--- src/rtl/fetch_unit.sv ---
// Instruction fetch sequencer: reads the PC, fetches one word over req/ack,
// hands it to decode over valid/ready and steers the PC (advance or branch).
module fetch_unit #(
   parameter int ADDR_W   = 16,
   parameter int INSTR_W  = 16,
   parameter int MAX_WAIT = 255
) (
   input  logic               I_clk,
   input  logic               I_reset,
   input  logic [ADDR_W-1:0]  I_pc,
   output logic               O_pc_enable,
   output logic               O_pc_write,
   output logic [ADDR_W-1:0]  O_pc_target,
   output logic               O_mem_req,
   output logic [ADDR_W-1:0]  O_mem_addr,
   input  logic               I_mem_ack,
   input  logic [INSTR_W-1:0] I_mem_data,
   output logic [INSTR_W-1:0] O_instr,
   output logic               O_instr_valid,
   input  logic               I_instr_ready,
   input  logic               I_branch,
   input  logic [ADDR_W-1:0]  I_branch_target,
   output logic               O_fetch_err
);

   localparam int CNT_W = $clog2(MAX_WAIT + 1);
   localparam logic [CNT_W-1:0]  L_MAX   = CNT_W'(MAX_WAIT);
   localparam logic [CNT_W-1:0]  L_LAST  = CNT_W'(MAX_WAIT - 1);
   localparam logic [ADDR_W-1:0] L_ALIGN = ~ADDR_W'(1);

   typedef enum logic [1:0] {
      S_IDLE,
      S_REQ,
      S_ADV,
      S_HOLD
   } state_t;

   state_t               r_state;
   logic                 r_pend;
   logic [ADDR_W-1:0]    r_tgt;
   logic [CNT_W-1:0]     r_wait_cnt;
   logic [INSTR_W-1:0]   r_instr;
   logic                 r_valid;
   logic                 r_err;
   logic                 r_pc_en;
   logic                 r_pc_wr;
   logic                 r_mem_req;
   logic                 w_redirect;

   // A redirect is honoured in every state except the post-reset idle cycle.
   assign w_redirect = I_branch && (r_state != S_IDLE);

   assign O_pc_enable   = r_pc_en;
   assign O_pc_write    = r_pc_wr;
   assign O_pc_target   = r_tgt;
   assign O_mem_req     = r_mem_req;
   assign O_mem_addr    = r_mem_req ? (I_pc & L_ALIGN) : '0;
   assign O_instr       = r_instr;
   assign O_instr_valid = r_valid;
   assign O_fetch_err   = r_err;

   // Fetch FSM; every output is registered alongside the state transition.
   always_ff @(posedge I_clk) begin
      if (I_reset) begin
         r_state    <= S_IDLE;
         r_pend     <= 1'b0;
         r_tgt      <= '0;
         r_wait_cnt <= '0;
         r_instr    <= '0;
         r_valid    <= 1'b0;
         r_err      <= 1'b0;
         r_pc_en    <= 1'b0;
         r_pc_wr    <= 1'b0;
         r_mem_req  <= 1'b0;
      end else begin
         unique case (r_state)
            S_IDLE: begin
               r_state   <= S_REQ;
               r_mem_req <= 1'b1;
            end
            S_REQ: begin
               if (I_mem_ack) begin
                  r_wait_cnt <= '0;
                  r_mem_req  <= 1'b0;
                  r_state    <= S_ADV;
                  r_pc_en    <= 1'b1;
                  r_pc_wr    <= r_pend || I_branch;
                  if (!r_pend && !I_branch) begin
                     r_instr <= I_mem_data;
                     r_valid <= 1'b1;
                  end
               end else begin
                  if (r_wait_cnt != L_MAX)
                     r_wait_cnt <= r_wait_cnt + 1'b1;
                  if (r_wait_cnt >= L_LAST)
                     r_err <= 1'b1;
               end
            end
            S_ADV: begin
               if (I_branch) begin
                  r_pc_en <= 1'b1;
                  r_pc_wr <= 1'b1;
               end else begin
                  r_pend  <= 1'b0;
                  r_pc_en <= 1'b0;
                  r_pc_wr <= 1'b0;
                  if (r_valid) begin
                     r_state <= S_HOLD;
                  end else begin
                     r_state   <= S_REQ;
                     r_mem_req <= 1'b1;
                  end
               end
            end
            S_HOLD: begin
               if (I_branch) begin
                  r_state <= S_ADV;
                  r_pc_en <= 1'b1;
                  r_pc_wr <= 1'b1;
               end else if (I_instr_ready) begin
                  r_valid   <= 1'b0;
                  r_state   <= S_REQ;
                  r_mem_req <= 1'b1;
               end
            end
         endcase
         if (w_redirect) begin
            r_tgt   <= I_branch_target;
            r_pend  <= 1'b1;
            r_valid <= 1'b0;
         end
      end
   end

endmodule

--- config.mk ---
export PLATFORM = sky130hd
export DESIGN_NAME = fetch_unit
export DESIGN_NICKNAME = d
export VERILOG_FILES = /design/src/rtl/fetch_unit.sv
export SDC_FILE = /design/constraint.sdc
export NUM_CORES = 1
export LEC_CHECK = 0
export CORE_ASPECT_RATIO = 1.2
export CORE_UTILIZATION = 30
export CTS_BUF_LIST = sky130_fd_sc_hd__clkbuf_8
export DETAILED_ROUTE_END_ITERATION = 10
export PLACE_DENSITY_LB_ADDON = 0.2
export SETUP_SLACK_MARGIN = 0.05
export SLEW_MARGIN = 30
export SYNTH_ARGS = -nofsm -noshare
export SYNTH_HDL_FRONTEND = slang
export SYNTH_SLANG_ARGS = --single-unit
export TNS_END_PERCENT = 30
--- constraint.sdc ---
create_clock -name I_clk -period 1.72 [get_ports I_clk]
set_clock_uncertainty 0.05 [all_clocks]
set_input_delay 0.344 -clock I_clk [delete_from_list [all_inputs] [get_ports I_clk]]
set_output_delay 0.344 -clock I_clk [all_outputs]
set_load 0.1 [all_outputs]
==> reports/metrics.cfg <==
[drt]
drt_iter0_drc=87
avgRoutedWirePerCell_um=12.91
drc=0
drtPass1Iterations=4
totalWireLength_mm=5.757
ant_nets=0
via_per_inst=4.702
vias=2097

[yosys]
yosys-top-cells-area=dfxtp_1, nand2_1, a21oi_1, and2_1, nor2_1
yosysTopAreaCellShare=0.4723
synth_area_sq_um=2034
synth_ff_type=dfxtp_1
ys_seq_area_frac=0.4723
postSynthCellCount=252
synth.ff_latch_count=48
synth_edf_count=0
async_flop_share=0
synth_warnings=0
synth_cell_types=43
synth_nets=307
synth_area_per_cell_sq_um=8.073
yosysTopAreaCell=dfxtp_1

[global_route]
antenna_found_initial=0
grt_use_total=0.1692
grt_max_degree=20
grt-ovfl-total=0
grt_pass1_vias=2084
grt_pass1_wl_mm=9.522

[placement]
portBuffers=103
gp_congestion=0.8011
dp_hpwl_mm=4.405

[cells_and_area]
area_delta_synth_final_pct=88.87
postLayoutCoreUtil=0.5924
fin_nets=415
drive_above_1_share=0.2604
n_antenna_cell=0

[floorplan]
coreArea_sq_um=6486
num_io_pins=106
initial_utilization=0.3137
die_h_um=92.21
num_rows=32
die_w_um=77.18
dieArea_sq_um=7116

[cts]
postCtsHoldBufs=0
clockBufferDepth=2
htree_levels=2
cts_buffers=5
post_cts_buffers=0
cts_tree=built
cts.sinks=48
clk_pin_slew_ns=0.09
cts.repair.resized=0
cts_root_buffer=clkbuf_8
clkLatencyLatePin_ns=0.31

[setup_path]
r2r_start=r_wait_cnt[1]
arrival_ns=1.15
cp-end-kind=output port
crit_fanout=1
path_class=primary input to output port
required_ns=1.33
start_kind=primary input
cp-startpoint=I_pc[6]
regToRegSetupSlack_ns=0.26

[sta]
final-setup-viol-count=0
rsz0062_at_grt=false
fmax_mhz=648.9
post-route-min-period_ns=1.541
drv_slew=0
final_hold_viol_count=0
hold_ws_ns=0.3226
finalCritPeriodShare=0.8960

[power]
powerDensity_nw_per_um2=794.1
peakVddDrop_mv=0.4427
leakagePower_nw=1.475

[run_status]
status=complete, no violations

[hold_path]
hold_path.startpoint=I_reset
hold_path.class=primary input to flop

[job]
drv_cap=0

## Yosys cell counts (2+ instances only)
| cell type | number |
|---|---|
| a22o_1 | 2 |
| a221oi_1 | 2 |
| nand4_1 | 2 |
| and2_1 | 15 |
| a21oi_1 | 39 |
| a31oi_1 | 3 |
| nand2_1 | 67 |
| clkbuf_1 | 3 |
| buf_2 | 9 |
| buf_4 | 3 |
| nor2_1 | 16 |
| ha_1 | 2 |
| dfxtp_1 | 48 |
| inv_1 | 6 |
| nor3_1 | 7 |
## worst max-delay path, cell delays in order
cell and delay (ns):
clkdlybuf4s50_1 0.46, and2_2 0.17, buf_12 0.17
## cells in the final DEF (no fill, tap or decap), types with 2 or more instances in the layout
cell type        instances
clkdlybuf4s50_1         50
nor2_1                  16
and2_1                   4
a21oi_1                 39
clkinv_2                 2
a221oi_1                 2
and2_2                  10
a22o_1                   2
dfxtp_1                 47
a31oi_1                  3
ha_1                     2
inv_1                    6
nand4_1                  2
nand2_1                 67
nor3_1                   7
buf_4                   11
clkbuf_8                 6
buf_12                  54
## final timing paths
check             endpoint  cells past startpoint
max          O_mem_addr[6]                      3
min            O_fetch_err                      2
max reg2reg  r_wait_cnt[5]                      5
min reg2reg     O_instr[3]                      2
## flip-flops by register name, summed over array words and instances, names as in the netlist
signal and count:
r_wait_cnt 8, O_pc_write 1, O_instr_valid 1, r_state 2
r_pend 1, O_mem_req 1, O_instr 16, O_pc_enable 1
O_pc_target 16, O_fetch_err 1
## per-stage QoR
| stage | area [sq um] | instances | worst slack, ns | power, mW | TNS (ns) |
|---|---|---|---|---|---|
| 4_1_cts | 3842 | 446 | 0.1735 | 3.082 | 0 |
| 5_1_grt | 3842 | 446 | 0.1343 | 3.168 | 0 |
| 3_3_place_gp | 3750 | 438 | 0.04446 | 2.363 | 0 |
| 2_1_floorplan | 2053 | 252 | -0.02110 | 1.885 | -0.08442 |
| 3_5_place_dp | 3750 | 438 | 0.03196 | 2.376 | 0 |
| 6_report | 3842 | 446 | 0.1790 | 3.051 | 0 |
## per-layer routing
| layer | vias up | global-route usage | part of all wire |
|---|---|---|---|
| met4 | 0 | 0.06604 | 0.018 |
| met2 | 83 | 0.3068 | 0.51 |
| met1 | 941 | 0.1724 | 0.38 |
| met5 | - | 0 | 0 |
| li1 | 1064 | - | - |
| met3 | 9 | 0.06567 | 0.087 |
## cell type report
| type | count | area, sq um |
|---|---|---|
| inverter | 6 | 22.52 |
| sequential | 48 | 964.7 |
| fill | 592 | 2644 |
| clock buffer | 6 | 82.58 |
| clock inverter | 2 | 10.01 |
| multi-input combinational | 183 | 987.2 |
| tap | 85 | 106.4 |
| timing repair buffer | 116 | 1669 |
## kinds of logic (layout without fill, tap and decap cells)
logic type,count (synthesis),in the layout,synth area share
DFF,48,48,0.4723
adders and majority gates,2,2,0.01230
other,1,1,0.001843
and+or+nand+nor,120,120,0.2755
buffers and inverters,21,130,0.04981
AOI/OAI and AO/OA,60,60,0.1882
## power breakdown
group	leakage, nW	internal (mW)	switching, mW	total [mW]
Sequential	0.391	1.16	0.0580	1.22
Clock	0.0510	0.322	0.386	0.708
Combinational	1.03	0.445	0.680	1.12
Total	1.48	1.93	1.12	3.05
Power figures use the tool's default switching activity.
